--- src/rtl/decode_queue_if.sv ---
// Fetch, register-file, ROB and dispatch signals of decode_queue.
// The slave modport is the queue's view and the master modport is the surrounding pipeline's view.
interface decode_queue_if #(
  parameter int unsigned ROB_IDX_W = 4
);
  logic                 rdy_in;
  logic                 rob_clear;
  logic                 if_valid;
  logic [31:0]          if_addr;
  logic [31:0]          if_data;
  logic                 if_ready;
  logic                 f_redirect;
  logic [31:0]          f_redirect_pc;
  logic [4:0]           rf_idx1, rf_idx2;
  logic [31:0]          rf_val1, rf_val2;
  logic                 rf_has_dep1, rf_has_dep2;
  logic [ROB_IDX_W-1:0] rf_dep1, rf_dep2;
  logic [ROB_IDX_W-1:0] rob_q_idx1, rob_q_idx2;
  logic                 rob_q_rdy1, rob_q_rdy2;
  logic [31:0]          rob_q_val1, rob_q_val2;
  logic [ROB_IDX_W-1:0] rob_tail;
  logic                 rob_full, rs_full, lsb_full;
  logic                 d_valid;
  logic [1:0]           d_unit;
  logic [4:0]           d_op;
  logic [31:0]          d_r1, d_r2;
  logic                 d_has_dep1, d_has_dep2;
  logic [ROB_IDX_W-1:0] d_dep1, d_dep2;
  logic [31:0]          d_imm;
  logic [4:0]           d_rd;
  logic                 d_rob_ready;
  logic [31:0]          d_rob_value;
  logic                 d_pred_taken;
  logic [31:0]          d_addr;

  modport slave (
    input  rdy_in, rob_clear, if_valid, if_addr, if_data,
    input  rf_val1, rf_val2, rf_has_dep1, rf_has_dep2, rf_dep1, rf_dep2,
    input  rob_q_rdy1, rob_q_rdy2, rob_q_val1, rob_q_val2, rob_tail,
    input  rob_full, rs_full, lsb_full,
    output if_ready, f_redirect, f_redirect_pc, rf_idx1, rf_idx2, rob_q_idx1, rob_q_idx2,
    output d_valid, d_unit, d_op, d_r1, d_r2, d_has_dep1, d_has_dep2, d_dep1, d_dep2,
    output d_imm, d_rd, d_rob_ready, d_rob_value, d_pred_taken, d_addr
  );

  modport master (
    output rdy_in, rob_clear, if_valid, if_addr, if_data,
    output rf_val1, rf_val2, rf_has_dep1, rf_has_dep2, rf_dep1, rf_dep2,
    output rob_q_rdy1, rob_q_rdy2, rob_q_val1, rob_q_val2, rob_tail,
    output rob_full, rs_full, lsb_full,
    input  if_ready, f_redirect, f_redirect_pc, rf_idx1, rf_idx2, rob_q_idx1, rob_q_idx2,
    input  d_valid, d_unit, d_op, d_r1, d_r2, d_has_dep1, d_has_dep2, d_dep1, d_dep2,
    input  d_imm, d_rd, d_rob_ready, d_rob_value, d_pred_taken, d_addr
  );
endinterface

--- src/rtl/decode_queue.sv ---
// Instruction queue plus RV32I decoder: buffers fetched words, renames operands and dispatches
// one registered packet per cycle, with static backward-taken branch prediction.
module decode_queue #(
  parameter int unsigned IQ_DEPTH_BIT = 2,
  parameter int unsigned ROB_IDX_W    = 4,
  parameter bit          PRED_EN      = 1'b1
) (
  input logic            clk_in,
  input logic            rst_in,
  decode_queue_if.slave  bus
);
  localparam int unsigned Depth = 1 << IQ_DEPTH_BIT;

  localparam logic [6:0] OpLui    = 7'b0110111;
  localparam logic [6:0] OpAuipc  = 7'b0010111;
  localparam logic [6:0] OpJal    = 7'b1101111;
  localparam logic [6:0] OpJalr   = 7'b1100111;
  localparam logic [6:0] OpBranch = 7'b1100011;
  localparam logic [6:0] OpLoad   = 7'b0000011;
  localparam logic [6:0] OpStore  = 7'b0100011;
  localparam logic [6:0] OpImm    = 7'b0010011;
  localparam logic [6:0] OpReg    = 7'b0110011;

  typedef struct packed {
    logic                 valid;
    logic [1:0]           unit;
    logic [4:0]           op;
    logic [31:0]          r1;
    logic [31:0]          r2;
    logic                 has_dep1;
    logic                 has_dep2;
    logic [ROB_IDX_W-1:0] dep1;
    logic [ROB_IDX_W-1:0] dep2;
    logic [31:0]          imm;
    logic [4:0]           rd;
    logic                 rob_ready;
    logic [31:0]          rob_value;
    logic                 pred_taken;
    logic [31:0]          addr;
  } pkt_t;

  typedef struct packed {
    logic                 dep;
    logic [ROB_IDX_W-1:0] idx;
    logic [31:0]          val;
  } opnd_t;

  logic [IQ_DEPTH_BIT:0]   head_q, tail_q;
  logic [31:0]             addr_mem [Depth];
  logic [31:0]             data_mem [Depth];
  pkt_t                    pkt_q, pkt_n;
  logic                    f_redirect_q;
  logic [31:0]             f_redirect_pc_q;

  logic [31:0] inst, pc, imm_i, imm_s, imm_b, imm_u, imm_j, target;
  logic [6:0]  opcode;
  logic [2:0]  f3;
  logic        empty, full, pop, push, redirect, redirect_n;
  opnd_t       op1, op2;

  // Bypass from the packet currently presented on d_* takes precedence over the RF view.
  function automatic opnd_t resolve(input logic [4:0] rs, input logic [31:0] rf_val,
                                    input logic rf_has_dep, input logic [ROB_IDX_W-1:0] rf_dep,
                                    input logic q_rdy, input logic [31:0] q_val,
                                    input pkt_t cur, input logic [ROB_IDX_W-1:0] tail);
    opnd_t o;
    o = '0;
    if (rs == 5'd0) begin
      o.val = 32'd0;
    end else if (cur.valid && cur.rd == rs) begin
      if (cur.rob_ready) o.val = cur.rob_value;
      else begin
        o.dep = 1'b1;
        o.idx = tail;
      end
    end else if (rf_has_dep && q_rdy) begin
      o.val = q_val;
    end else if (rf_has_dep) begin
      o.dep = 1'b1;
      o.idx = rf_dep;
    end else begin
      o.val = rf_val;
    end
    return o;
  endfunction

  assign empty  = head_q == tail_q;
  assign full   = (head_q[IQ_DEPTH_BIT] != tail_q[IQ_DEPTH_BIT]) &&
                  (head_q[IQ_DEPTH_BIT-1:0] == tail_q[IQ_DEPTH_BIT-1:0]);
  assign inst   = data_mem[head_q[IQ_DEPTH_BIT-1:0]];
  assign pc     = addr_mem[head_q[IQ_DEPTH_BIT-1:0]];
  assign opcode = inst[6:0];
  assign f3     = inst[14:12];
  assign imm_i  = {{20{inst[31]}}, inst[31:20]};
  assign imm_s  = {{20{inst[31]}}, inst[31:25], inst[11:7]};
  assign imm_b  = {{19{inst[31]}}, inst[31], inst[7], inst[30:25], inst[11:8], 1'b0};
  assign imm_u  = {inst[31:12], 12'd0};
  assign imm_j  = {{11{inst[31]}}, inst[31], inst[19:12], inst[20], inst[30:21], 1'b0};

  assign op1 = resolve(inst[19:15], bus.rf_val1, bus.rf_has_dep1, bus.rf_dep1, bus.rob_q_rdy1,
                       bus.rob_q_val1, pkt_q, bus.rob_tail);
  assign op2 = resolve(inst[24:20], bus.rf_val2, bus.rf_has_dep2, bus.rf_dep2, bus.rob_q_rdy2,
                       bus.rob_q_val2, pkt_q, bus.rob_tail);

  always_comb begin
    pkt_n      = '0;
    pkt_n.valid = 1'b1;
    pkt_n.addr = pc;
    redirect_n = 1'b0;
    target     = 32'd0;
    case (opcode)
      OpLui: begin
        pkt_n.rob_ready = 1'b1;
        pkt_n.rob_value = imm_u;
        pkt_n.rd        = inst[11:7];
      end
      OpAuipc: begin
        pkt_n.rob_ready = 1'b1;
        pkt_n.rob_value = pc + imm_u;
        pkt_n.rd        = inst[11:7];
      end
      OpJal: begin
        pkt_n.rob_ready = 1'b1;
        pkt_n.rob_value = pc + 32'd4;
        pkt_n.rd        = inst[11:7];
        redirect_n      = 1'b1;
        target          = pc + imm_j;
      end
      OpJalr: begin
        pkt_n.rob_ready = 1'b1;
        pkt_n.rob_value = pc + 32'd4;
        pkt_n.rd        = inst[11:7];
        redirect_n      = 1'b1;
        target          = (op1.val + imm_i) & ~32'd1;
      end
      OpBranch: begin
        pkt_n.unit     = 2'd1;
        pkt_n.op       = {1'b1, 1'b0, f3};
        pkt_n.r1       = op1.val;
        pkt_n.r2       = op2.val;
        pkt_n.has_dep1 = op1.dep;
        pkt_n.dep1     = op1.idx;
        pkt_n.has_dep2 = op2.dep;
        pkt_n.dep2     = op2.idx;
        if (PRED_EN && inst[31]) begin
          pkt_n.pred_taken = 1'b1;
          pkt_n.rob_value  = pc + 32'd4;
          redirect_n       = 1'b1;
          target           = pc + imm_b;
        end else begin
          pkt_n.rob_value  = pc + imm_b;
        end
      end
      OpLoad: begin
        pkt_n.unit     = 2'd2;
        pkt_n.op       = {2'b00, f3};
        pkt_n.r1       = op1.val;
        pkt_n.has_dep1 = op1.dep;
        pkt_n.dep1     = op1.idx;
        pkt_n.imm      = imm_i;
        pkt_n.rd       = inst[11:7];
      end
      OpStore: begin
        pkt_n.unit      = 2'd2;
        pkt_n.op        = {2'b10, f3};
        pkt_n.r1        = op1.val;
        pkt_n.r2        = op2.val;
        pkt_n.has_dep1  = op1.dep;
        pkt_n.dep1      = op1.idx;
        pkt_n.has_dep2  = op2.dep;
        pkt_n.dep2      = op2.idx;
        pkt_n.imm       = imm_s;
        pkt_n.rob_ready = 1'b1;
      end
      OpImm: begin
        pkt_n.unit     = 2'd1;
        // SRAI carries its arithmetic bit in f7 just like SRA.
        pkt_n.op       = {1'b0, inst[30] & (f3 == 3'b101), f3};
        pkt_n.r1       = op1.val;
        pkt_n.has_dep1 = op1.dep;
        pkt_n.dep1     = op1.idx;
        pkt_n.r2       = (f3[1:0] == 2'b01) ? {27'd0, inst[24:20]} : imm_i;
        pkt_n.rd       = inst[11:7];
      end
      OpReg: begin
        pkt_n.unit     = 2'd1;
        pkt_n.op       = {1'b0, inst[30], f3};
        pkt_n.r1       = op1.val;
        pkt_n.r2       = op2.val;
        pkt_n.has_dep1 = op1.dep;
        pkt_n.dep1     = op1.idx;
        pkt_n.has_dep2 = op2.dep;
        pkt_n.dep2     = op2.idx;
        pkt_n.rd       = inst[11:7];
      end
      default: pkt_n.rob_ready = 1'b1;
    endcase
  end

  assign pop = !empty && !bus.rob_full &&
               !(pkt_n.unit == 2'd1 && bus.rs_full) &&
               !(pkt_n.unit == 2'd2 && bus.lsb_full) &&
               !(opcode == OpJalr && op1.dep);
  assign redirect = pop && redirect_n;
  assign push     = bus.if_valid && bus.if_ready && !redirect;

  always_ff @(posedge clk_in or posedge rst_in) begin
    if (rst_in) begin
      head_q          <= '0;
      tail_q          <= '0;
      pkt_q           <= '0;
      f_redirect_q    <= 1'b0;
      f_redirect_pc_q <= 32'd0;
    end else if (bus.rob_clear) begin
      head_q          <= '0;
      tail_q          <= '0;
      pkt_q           <= '0;
      f_redirect_q    <= 1'b0;
      f_redirect_pc_q <= 32'd0;
    end else if (bus.rdy_in) begin
      if (redirect)  head_q <= tail_q;
      else if (pop)  head_q <= head_q + 1'b1;
      if (push)      tail_q <= tail_q + 1'b1;
      if (pop)       pkt_q <= pkt_n;
      else           pkt_q.valid <= 1'b0;
      f_redirect_q <= redirect;
      if (redirect)  f_redirect_pc_q <= target;
    end
  end

  always_ff @(posedge clk_in) begin
    if (bus.rdy_in && !bus.rob_clear && push) begin
      addr_mem[tail_q[IQ_DEPTH_BIT-1:0]] <= bus.if_addr;
      data_mem[tail_q[IQ_DEPTH_BIT-1:0]] <= bus.if_data;
    end
  end

  assign bus.if_ready      = !full && !f_redirect_q;
  assign bus.f_redirect    = f_redirect_q;
  assign bus.f_redirect_pc = f_redirect_pc_q;
  assign bus.rf_idx1       = inst[19:15];
  assign bus.rf_idx2       = inst[24:20];
  assign bus.rob_q_idx1    = bus.rf_dep1;
  assign bus.rob_q_idx2    = bus.rf_dep2;
  assign bus.d_valid       = pkt_q.valid;
  assign bus.d_unit        = pkt_q.unit;
  assign bus.d_op          = pkt_q.op;
  assign bus.d_r1          = pkt_q.r1;
  assign bus.d_r2          = pkt_q.r2;
  assign bus.d_has_dep1    = pkt_q.has_dep1;
  assign bus.d_has_dep2    = pkt_q.has_dep2;
  assign bus.d_dep1        = pkt_q.dep1;
  assign bus.d_dep2        = pkt_q.dep2;
  assign bus.d_imm         = pkt_q.imm;
  assign bus.d_rd          = pkt_q.rd;
  assign bus.d_rob_ready   = pkt_q.rob_ready;
  assign bus.d_rob_value   = pkt_q.rob_value;
  assign bus.d_pred_taken  = pkt_q.pred_taken;
  assign bus.d_addr        = pkt_q.addr;
endmodule

--- src/flat_wrapper.sv ---
// flat-port wrapper written by rule: the top's interface ports become plain ports
module decode_queue_flat 
#(
  parameter int unsigned IQ_DEPTH_BIT = 2,
  parameter int unsigned ROB_IDX_W    = 4,
  parameter bit          PRED_EN      = 1'b1
)
  (clk_in, rst_in, bus_rdy_in, bus_rob_clear, bus_if_valid, bus_if_addr, bus_if_data, bus_rf_val1, bus_rf_val2, bus_rf_has_dep1, bus_rf_has_dep2, bus_rf_dep1, bus_rf_dep2, bus_rob_q_rdy1, bus_rob_q_rdy2, bus_rob_q_val1, bus_rob_q_val2, bus_rob_tail, bus_rob_full, bus_rs_full, bus_lsb_full, bus_if_ready, bus_f_redirect, bus_f_redirect_pc, bus_rf_idx1, bus_rf_idx2, bus_rob_q_idx1, bus_rob_q_idx2, bus_d_valid, bus_d_unit, bus_d_op, bus_d_r1, bus_d_r2, bus_d_has_dep1, bus_d_has_dep2, bus_d_dep1, bus_d_dep2, bus_d_imm, bus_d_rd, bus_d_rob_ready, bus_d_rob_value, bus_d_pred_taken, bus_d_addr);
  decode_queue_if #(.ROB_IDX_W(ROB_IDX_W)) bus_i ();
  input logic clk_in;
  input logic rst_in;
  input wire logic [$bits(bus_i.rdy_in)-1:0] bus_rdy_in;
  input wire logic [$bits(bus_i.rob_clear)-1:0] bus_rob_clear;
  input wire logic [$bits(bus_i.if_valid)-1:0] bus_if_valid;
  input wire logic [$bits(bus_i.if_addr)-1:0] bus_if_addr;
  input wire logic [$bits(bus_i.if_data)-1:0] bus_if_data;
  input wire logic [$bits(bus_i.rf_val1)-1:0] bus_rf_val1;
  input wire logic [$bits(bus_i.rf_val2)-1:0] bus_rf_val2;
  input wire logic [$bits(bus_i.rf_has_dep1)-1:0] bus_rf_has_dep1;
  input wire logic [$bits(bus_i.rf_has_dep2)-1:0] bus_rf_has_dep2;
  input wire logic [$bits(bus_i.rf_dep1)-1:0] bus_rf_dep1;
  input wire logic [$bits(bus_i.rf_dep2)-1:0] bus_rf_dep2;
  input wire logic [$bits(bus_i.rob_q_rdy1)-1:0] bus_rob_q_rdy1;
  input wire logic [$bits(bus_i.rob_q_rdy2)-1:0] bus_rob_q_rdy2;
  input wire logic [$bits(bus_i.rob_q_val1)-1:0] bus_rob_q_val1;
  input wire logic [$bits(bus_i.rob_q_val2)-1:0] bus_rob_q_val2;
  input wire logic [$bits(bus_i.rob_tail)-1:0] bus_rob_tail;
  input wire logic [$bits(bus_i.rob_full)-1:0] bus_rob_full;
  input wire logic [$bits(bus_i.rs_full)-1:0] bus_rs_full;
  input wire logic [$bits(bus_i.lsb_full)-1:0] bus_lsb_full;
  output wire logic [$bits(bus_i.if_ready)-1:0] bus_if_ready;
  output wire logic [$bits(bus_i.f_redirect)-1:0] bus_f_redirect;
  output wire logic [$bits(bus_i.f_redirect_pc)-1:0] bus_f_redirect_pc;
  output wire logic [$bits(bus_i.rf_idx1)-1:0] bus_rf_idx1;
  output wire logic [$bits(bus_i.rf_idx2)-1:0] bus_rf_idx2;
  output wire logic [$bits(bus_i.rob_q_idx1)-1:0] bus_rob_q_idx1;
  output wire logic [$bits(bus_i.rob_q_idx2)-1:0] bus_rob_q_idx2;
  output wire logic [$bits(bus_i.d_valid)-1:0] bus_d_valid;
  output wire logic [$bits(bus_i.d_unit)-1:0] bus_d_unit;
  output wire logic [$bits(bus_i.d_op)-1:0] bus_d_op;
  output wire logic [$bits(bus_i.d_r1)-1:0] bus_d_r1;
  output wire logic [$bits(bus_i.d_r2)-1:0] bus_d_r2;
  output wire logic [$bits(bus_i.d_has_dep1)-1:0] bus_d_has_dep1;
  output wire logic [$bits(bus_i.d_has_dep2)-1:0] bus_d_has_dep2;
  output wire logic [$bits(bus_i.d_dep1)-1:0] bus_d_dep1;
  output wire logic [$bits(bus_i.d_dep2)-1:0] bus_d_dep2;
  output wire logic [$bits(bus_i.d_imm)-1:0] bus_d_imm;
  output wire logic [$bits(bus_i.d_rd)-1:0] bus_d_rd;
  output wire logic [$bits(bus_i.d_rob_ready)-1:0] bus_d_rob_ready;
  output wire logic [$bits(bus_i.d_rob_value)-1:0] bus_d_rob_value;
  output wire logic [$bits(bus_i.d_pred_taken)-1:0] bus_d_pred_taken;
  output wire logic [$bits(bus_i.d_addr)-1:0] bus_d_addr;
  assign bus_i.rdy_in = bus_rdy_in;
  assign bus_i.rob_clear = bus_rob_clear;
  assign bus_i.if_valid = bus_if_valid;
  assign bus_i.if_addr = bus_if_addr;
  assign bus_i.if_data = bus_if_data;
  assign bus_i.rf_val1 = bus_rf_val1;
  assign bus_i.rf_val2 = bus_rf_val2;
  assign bus_i.rf_has_dep1 = bus_rf_has_dep1;
  assign bus_i.rf_has_dep2 = bus_rf_has_dep2;
  assign bus_i.rf_dep1 = bus_rf_dep1;
  assign bus_i.rf_dep2 = bus_rf_dep2;
  assign bus_i.rob_q_rdy1 = bus_rob_q_rdy1;
  assign bus_i.rob_q_rdy2 = bus_rob_q_rdy2;
  assign bus_i.rob_q_val1 = bus_rob_q_val1;
  assign bus_i.rob_q_val2 = bus_rob_q_val2;
  assign bus_i.rob_tail = bus_rob_tail;
  assign bus_i.rob_full = bus_rob_full;
  assign bus_i.rs_full = bus_rs_full;
  assign bus_i.lsb_full = bus_lsb_full;
  assign bus_if_ready = bus_i.if_ready;
  assign bus_f_redirect = bus_i.f_redirect;
  assign bus_f_redirect_pc = bus_i.f_redirect_pc;
  assign bus_rf_idx1 = bus_i.rf_idx1;
  assign bus_rf_idx2 = bus_i.rf_idx2;
  assign bus_rob_q_idx1 = bus_i.rob_q_idx1;
  assign bus_rob_q_idx2 = bus_i.rob_q_idx2;
  assign bus_d_valid = bus_i.d_valid;
  assign bus_d_unit = bus_i.d_unit;
  assign bus_d_op = bus_i.d_op;
  assign bus_d_r1 = bus_i.d_r1;
  assign bus_d_r2 = bus_i.d_r2;
  assign bus_d_has_dep1 = bus_i.d_has_dep1;
  assign bus_d_has_dep2 = bus_i.d_has_dep2;
  assign bus_d_dep1 = bus_i.d_dep1;
  assign bus_d_dep2 = bus_i.d_dep2;
  assign bus_d_imm = bus_i.d_imm;
  assign bus_d_rd = bus_i.d_rd;
  assign bus_d_rob_ready = bus_i.d_rob_ready;
  assign bus_d_rob_value = bus_i.d_rob_value;
  assign bus_d_pred_taken = bus_i.d_pred_taken;
  assign bus_d_addr = bus_i.d_addr;
  decode_queue #(.IQ_DEPTH_BIT(IQ_DEPTH_BIT), .ROB_IDX_W(ROB_IDX_W), .PRED_EN(PRED_EN)) u_core (.clk_in(clk_in), .rst_in(rst_in), .bus(bus_i));
endmodule
--- config.mk ---
export PLATFORM = sky130hd
export DESIGN_NAME = decode_queue_flat
export DESIGN_NICKNAME = d
export VERILOG_FILES = /design/src/rtl/decode_queue_if.sv /design/src/rtl/decode_queue.sv /design/src/flat_wrapper.sv
export SDC_FILE = /design/constraint.sdc
export NUM_CORES = 1
export LEC_CHECK = 0
export BUFFER_PORTS_ARGS = -buffer_cell sky130_fd_sc_hd__buf_2
export CORE_MARGIN = 1.5
export CORE_UTILIZATION = 40
export CTS_CLUSTER_DIAMETER = 30
export DETAILED_ROUTE_END_ITERATION = 8
export PLACE_DENSITY_LB_ADDON = 0.15
export SYNTH_ARGS = -nofsm -noshare
export SYNTH_HDL_FRONTEND = slang
export SYNTH_SLANG_ARGS = --single-unit
--- constraint.sdc ---
create_clock -name clk_in -period 10.3 [get_ports clk_in]
set_input_delay 1.03 -clock clk_in [delete_from_list [all_inputs] [get_ports clk_in]]
set_output_delay 1.03 -clock clk_in [all_outputs]
set_load 0.02 [all_outputs]
==> metrics.cfg, run 1 <==
[synth]
postSynthCellCount = 2359
ys_warn_count = 0
synthFlopType = edfxtp_1
synth_cell_types = 91
synth_edf_count = 256
synth.avg_cell_area_sq_um = 10.9
syn-num-nets = 2669
syn_area_sq_um = 25800
synthArstFlopShare_pct = 44.3
ys_seq_area_share_pct = 49.6
synth_seq_cells = 460

[cells_and_area]
fill_cells = 5748
drive_above_1_share_pct = 27.1
syn2layout_area_growth_pct = 24.4
nets = 3082

[power_and_ir_drop]
p_leak_nw = 13.4
ir_worst_vdd_uv = 130
p_per_area_nw_per_um2 = 201

[global_route]
grt-ovfl-total = 0
grt_first_pass_wirelength_um = 147000
grt_max_degree = 85
antenna_found_initial = 14
grt_usage_pct = 29.9
grt_pass1_vias = 22000

[floorplanning]
coreArea_sq_um = 63400
dieArea_sq_um = 66000
die_y_um = 257
io_pins = 453
num_rows = 92
start_util_pct = 40.6
die_x_um = 257

[hold_path]
hold_path_class = flop to flop

[setup_path]
crit_path_end_kind = flop
worstPathRequired_ns = 10.75
worstPathArrival_ns = 7.29
path_max_fanout = 60
crit_type = flop to flop
cp-start-kind = flop

[detailed_routing]
wl_um = 100000
ant_nets = 0
first_iter_violations = 2005
drt_pass1_iterations = 6
routed_via_density = 5.96
vias = 22000
wl_per_cell_um = 27.1
drc = 0

[cts]
cts_made_buffers = 98
cts-htree-levels = 3
cts_tree = yes
clockRootBuffer = clkbuf_16
clk_pin_slew_ns = 0.05
cts-hold-fix-buffers = 0
cts_buffer_depth = 3
cts-resized-gates = 0
clock-sinks = 460
post-cts-setup-buffer-count = 0
clock_latency_ns = 0.63

[sta]
setup_violations = 0
rsz0062_at_grt = false
timing.final.crit_share_pct = 66.3
max_freq_mhz = 146
finalClockSkew_ns = 0.0228
drv_slew = 0
worstMarginPinSlew_ns = 1.31
final.min_clock_period_ns = 6.83
relSlewSlack_pct = 12.4
holdWs_ns = 0.481
hold_viol = 0
fin_tns_setup_ns = 0

[run]
cap_violations = 0

[place]
io_buffers = 452
gp_congestion = 0.937
dp_hpwl_um = 74100

[outcome]
status = finished, final reports clean

==> worst max-delay path: stages, from the launching register on <==
cell      delay (ns)
dfrtp_2         0.90
buf_4           0.58
mux4_2          0.49
xnor2_1         0.20
nand4_2         0.27
nor2_4          0.19
buf_4           0.55
a221oi_1        0.13
a211oi_1        0.36
ha_1            0.34
nor2b_1         0.15
o21a_1          0.17
o21ai_0         0.46
a211oi_1        0.18
nor3_1          0.51
o211ai_1        0.27
a41oi_1         0.27
xor2_1          0.24
o22ai_1         0.10
a21oi_1         0.15
a211oi_1        0.09
==> metal layers <==
| metal | global-route usage (%) | wire length [um] | vias to the layer above | share of wire [%] |
|---|---|---|---|---|
| li1 | - | - | 9863 | - |
| met1 | 39.7 | 42000 | 10900 | 42 |
| met2 | 47.5 | 46500 | 1031 | 46 |
| met3 | 6.23 | 7720 | 187 | 7.7 |
| met4 | 12.3 | 3860 | 16 | 3.8 |
| met5 | 0 | 108 | - | 0.11 |
==> area by class of cell <==
cell class	instances	area, sq um	share of cell area, %
antenna	3	7.51	0.0234
multi-input combinational	1667	12000	37.3
sequential	460	12800	39.9
clock inverter	59	761	2.37
clock buffer	119	2670	8.34
tap	846	1060	3.30
inverter	50	195	0.609
timing repair buffer	495	2590	8.07
==> Yosys cell counts, types with 17 or more instances <==
| master | instances | area (sq um) |
|---|---|---|
| a21oi_1 | 195 | 976 |
| and3_1 | 19 | 119 |
| a221oi_1 | 85 | 744 |
| nand3_1 | 47 | 235 |
| nand2_1 | 254 | 953 |
| xnor2_1 | 74 | 648 |
| ha_1 | 90 | 1130 |
| or3_1 | 18 | 113 |
| a21o_1 | 42 | 315 |
| xor2_1 | 47 | 412 |
| buf_4 | 33 | 248 |
| o211ai_1 | 18 | 135 |
| a22o_1 | 50 | 438 |
| and2_1 | 17 | 106 |
| a211oi_1 | 70 | 526 |
| nor3_1 | 67 | 335 |
| o21ai_0 | 102 | 510 |
| dfrtp_1 | 204 | 5100 |
| mux4_2 | 61 | 1370 |
| clkbuf_1 | 111 | 417 |
| nor2_1 | 138 | 518 |
| edfxtp_1 | 256 | 7690 |
| inv_1 | 49 | 184 |
| buf_2 | 26 | 130 |
==> where the power goes <==
group / leakage, nW / switching, mW / total [mW] / internal (mW)
Clock: 1.67 / 1.02 / 3.23 / 2.21
Sequential: 5.14 / 0.0256 / 2.01 / 1.99
Combinational: 6.55 / 0.784 / 1.20 / 0.421
Total: 13.4 / 1.82 / 6.44 / 4.62
==> cells in the final DEF, fill, tap and decap left out, types with 47 or more instances in the layout <==
cell type,instances
mux4_2,61
nor2_1,136
nand2_1,254
edfxtp_1,256
inv_1,48
a221oi_1,85
nand3_1,47
nor3_1,66
a22o_1,50
o21ai_0,102
dfrtp_1,202
xnor2_1,74
clkbuf_16,99
buf_2,451
ha_1,90
a211oi_1,70
a21oi_1,194
xor2_1,47
==> path summary, 6_finish.rpt <==
path,start,end,slack [ns],cells after the start
hold / removal,u_core.bus.f_redirect_pc[5]$_DFFE_PP0P_,u_core.bus.f_redirect_pc[5]$_DFFE_PP0P_,0.48,2
hold reg to reg,u_core.bus.f_redirect_pc[5]$_DFFE_PP0P_,u_core.bus.f_redirect_pc[5]$_DFFE_PP0P_,0.48,2
min in group asynchronous,rst_in,u_core.bus.d_dep1[3]$_DFFE_PP0P_,0.50,2
setup reg to reg,u_core.head_q[1]$_DFFE_PP0P_,u_core.bus.f_redirect_pc[24]$_DFFE_PP0P_,3.47,20
max in group asynchronous,rst_in,u_core.bus.d_r1[27]$_DFFE_PP0P_,7.59,4
setup / recovery,u_core.head_q[1]$_DFFE_PP0P_,u_core.bus.f_redirect_pc[24]$_DFFE_PP0P_,3.47,20
==> metrics by stage <==
stage	area [sq um]	std cells	setup slack (ns)	power, mW	utilization (%)
floorplan	25800	2359	2.90	2.84	-
global route	32000	3696	3.14	6.67	50.5
finish	32000	3699	3.47	6.44	50.5
global placement	28600	3518	3.72	3.23	45.1
detailed placement	28600	3518	3.58	3.23	45.1
CTS	32000	3696	3.55	6.46	50.5
==> logic make-up (layout without fill, tap and decap cells) <==
family	after synthesis	in the layout	share of synthesized area (%)
buf+inv	232	723	4.15
xor+xnor	122	122	4.18
simple gates	654	654	12.0
flops	460	460	49.6
other cells	0	3	0
compound gates	722	722	19.3
mux	75	75	6.00
fa+ha+maj	94	94	4.68
==> flip-flops by register name, summed over array words and instances (netlist names), 2 cells and up <==
signal                    count
u_core.bus.d_dep1             4
u_core.bus.f_redirect_pc     32
u_core.bus.d_r1              32
u_core.bus.d_rob_value       32
u_core.bus.d_unit             2
u_core.bus.d_imm             12
u_core.bus.d_r2              32
u_core.bus.d_op               5
u_core.bus.d_addr            32
u_core.data_mem             128
u_core.head_q                 3
u_core.bus.d_dep2             4
u_core.tail_q                 3
u_core.addr_mem             128
u_core.bus.d_rd               5
Note: power is estimated with default switching activity, not from simulation.
==> run 2: changes to the inputs <==
==> constraint.sdc (replaced) <==
create_clock -name clk_in -period 6.9 [get_ports clk_in]
set_input_delay 0.69 -clock clk_in [delete_from_list [all_inputs] [get_ports clk_in]]
set_output_delay 0.69 -clock clk_in [all_outputs]
set_load 0.02 [all_outputs]
==> metrics.cfg, run 2 (synthesis gave the netlist of run 1 again) <==
[sta]
relSlewSlack_pct = 24.4  ; +12 points
max_freq_mhz = 163  ; +11%
timing.final.crit_share_pct = 88.8  ; +22 points
drv_slew = 0  ; unchanged
fin_tns_setup_ns = 0  ; unchanged
finalClockSkew_ns = 0.0275  ; +0.00470 ns
setup_ws_ns = 0.770  ; -2.70 ns
worstMarginPinSlew_ns = 1.13  ; -0.179 ns
rsz0062_at_grt = false
hold_viol = 0  ; unchanged
holdWs_ns = 0.0886  ; -0.392 ns
setup_violations = 0  ; unchanged
final.min_clock_period_ns = 6.13  ; -0.704 ns

[floorplanning]
die_y_um = 257  ; unchanged
start_util_pct = 40.6  ; unchanged
dieArea_sq_um = 66000  ; unchanged
io_pins = 453  ; unchanged
num_rows = 92  ; unchanged
coreArea_sq_um = 63400  ; unchanged
die_x_um = 257  ; unchanged

[cts]
cts-resized-gates = 0  ; unchanged
cts-htree-levels = 3  ; unchanged
cts_made_buffers = 99  ; +1.0%
cts_buffer_depth = 3  ; unchanged
clockRootBuffer = clkbuf_16
clock-sinks = 460  ; unchanged
post-cts-setup-buffer-count = 0  ; unchanged
cts_tree = yes
clk_pin_slew_ns = 0.05  ; about the same
clock_latency_ns = 0.65  ; +0.02 ns
cts-hold-fix-buffers = 0  ; unchanged

[global_route]
grt_first_pass_wirelength_um = 150000  ; +1.6%
grt_usage_pct = 30.6  ; +0.69 points
grt_max_degree = 83  ; -2.4%
antenna_found_initial = 10  ; -4
grt-ovfl-total = 0  ; unchanged
grt_pass1_vias = 21800  ; -0.75%

[detailed_routing]
drc = 0  ; unchanged
first_iter_violations = 2416  ; +20%
vias = 22500  ; +2.0%
ant_nets = 0  ; unchanged
wl_per_cell_um = 27.6  ; +2.1%
wl_um = 103000  ; +2.8%
routed_via_density = 6.03  ; +1.2%
drt_pass1_iterations = 6  ; unchanged

[outcome]
status = finished, final reports clean

[power_and_ir_drop]
p_leak_nw = 13.5  ; +1.3%
p_comb_share_pct = 18.8  ; about the same
switchingPower_mw = 2.87  ; +57%
p_total_mw = 9.79  ; +52%
ir_worst_vdd_uv = 193  ; +49%
switching_share_pct = 29.3  ; +1.0 points
pwr-share-seq_pct = 30.6  ; -0.6 points
p_per_area_nw_per_um2 = 302  ; +50%
p_int_mw = 6.92  ; +50%
clkPwrFrac_pct = 50.5  ; +0.4 points

[setup_path]
path_cells = mux4_1 -> xnor2_1 -> nand4_2 -> nor2_4 -> buf_4 -> a221oi_1 -> a211oi_1 -> ha_1 -> a21oi_1 -> o21bai_1 -> a21oi_1 -> o21ai_0 -> and3_1 -> or2_2 -> nor2_1 -> nand3_1 -> a21oi_1 -> mux2i_1 -> nand2_1
ff2ff_setup_slack_ns = 0.77  ; -2.70 ns
cpPeakStageDelay_ns = 0.76  ; -0.14 ns
critPathTopFamily = simple AND/OR/NAND/NOR gates
rr_worst_depth = 19  ; -5.0%
cpMostUsedCell = a21oi_1
crit_path_end_kind = flop
worstPathRequired_ns = 7.40  ; -3.35 ns
rr_startpoint = u_core.head_q[0]$_DFFE_PP0P_
cp-start-kind = flop
worstPathArrival_ns = 6.63  ; -0.66 ns
cp_slowest_cell = mux4_1
path_max_fanout = 28  ; -53%
cp_num_buf_inv = 1  ; -1
crit_type = flop to flop
r2r-end = u_core.bus.f_redirect_pc[31]$_DFFE_PP0P_

[run]
cap_violations = 0  ; unchanged

[cells_and_area]
nets = 3102  ; +0.65%
layout_common_cells = buf_2 (451), edfxtp_1 (256), nand2_1 (254)
final_common_cell = buf_2
syn2layout_area_growth_pct = 25.8
postLayoutCoreUtil_pct = 51.1  ; +0.61 points
drive_above_1_share_pct = 27.9  ; +0.79 points
fill_cells = 5681  ; -1.2%

[place]
dp_hpwl_um = 78000  ; +5.2%
place_ws_ns = 0.862  ; -2.72 ns
io_buffers = 452  ; unchanged
gp_congestion = 0.968  ; +3.3%

[hold_path]
hold_path_class = input port to async pin

==> run 2: cell types whose count changed in the layout (fill, tap and decap cells not counted), moves of 2 or more <==
cell,previous run,this run
buf_12,0,8
buf_4,44,55
bufinv_16,15,13
clkbuf_16,99,102
clkbuf_8,12,9
clkinv_1,7,5
clkinv_16,0,3
clkinv_4,2,7
clkinv_8,2,0
clkinvlp_4,8,10
inv_8,2,6
==> run 2: power groups by stage <==
stage | logic [mW] | clock network [mW] | registers [mW]
after global routing | 1.97 | 5.14 | 3.00
after detailed placement | 1.80 | 0 | 3.05
after floorplan | 1.17 | 0 | 3.07
final | 1.84 | 4.95 | 3.00
after global placement | 1.81 | 0 | 3.05
after CTS | 1.81 | 5.00 | 3.00
==> run 2: final cells by class <==
class	count	area, sq um	share of cell area [%]
Timing Repair Buffer	514	2830	8.73
Multi-Input combinational cell	1667	12000	36.9
Tap cell	846	1060	3.26
Clock buffer	119	2710	8.35
Clock inverter	67	858	2.65
Inverter	50	195	0.602
Antenna cell	3	7.51	0.0231
Sequential cell	460	12800	39.5
==> run 2: metrics by stage <==
step / instances / area, sq um
detailed placement: 3537 / 28900
finish: 3726 / 32400
global route: 3724 / 32400
floorplan: 2359 / 25800
CTS: 3723 / 32400
global placement: 3537 / 28900
==> run 2: how the worst max path moves through the flow <==
stage / slack, ns / cells past startpoint / startpoint / to
global placement: 0.88 / 17 / u_core.head_q[0]$_DFFE_PP0P_ / u_core.bus.f_redirect_pc[30]$_DFFE_PP0P_
finish: 0.77 / 19 / u_core.head_q[0]$_DFFE_PP0P_ / u_core.bus.f_redirect_pc[31]$_DFFE_PP0P_
global route: 0.31 / 19 / u_core.head_q[0]$_DFFE_PP0P_ / u_core.bus.f_redirect_pc[31]$_DFFE_PP0P_
floorplan: 0.64 / 1 / rst_in / u_core.bus.d_addr[0]$_DFFE_PP0P_
CTS: 0.84 / 19 / u_core.head_q[0]$_DFFE_PP0P_ / u_core.bus.f_redirect_pc[24]$_DFFE_PP0P_
detailed placement: 0.86 / 19 / u_core.head_q[0]$_DFFE_PP0P_ / u_core.bus.f_redirect_pc[31]$_DFFE_PP0P_
==> run 2: routing by layer <==
| layer | share of wire (%) | track usage (%) | wire (um) | vias to the layer above |
|---|---|---|---|---|
| met5 | 0.064 | 0 | 66 | - |
| met4 | 4.0 | 12.3 | 4100 | 10 |
| met3 | 7.5 | 5.16 | 7750 | 174 |
| met2 | 47 | 49.2 | 48300 | 1150 |
| met1 | 41 | 41.0 | 42700 | 11200 |
| li1 | - | - | - | 9898 |
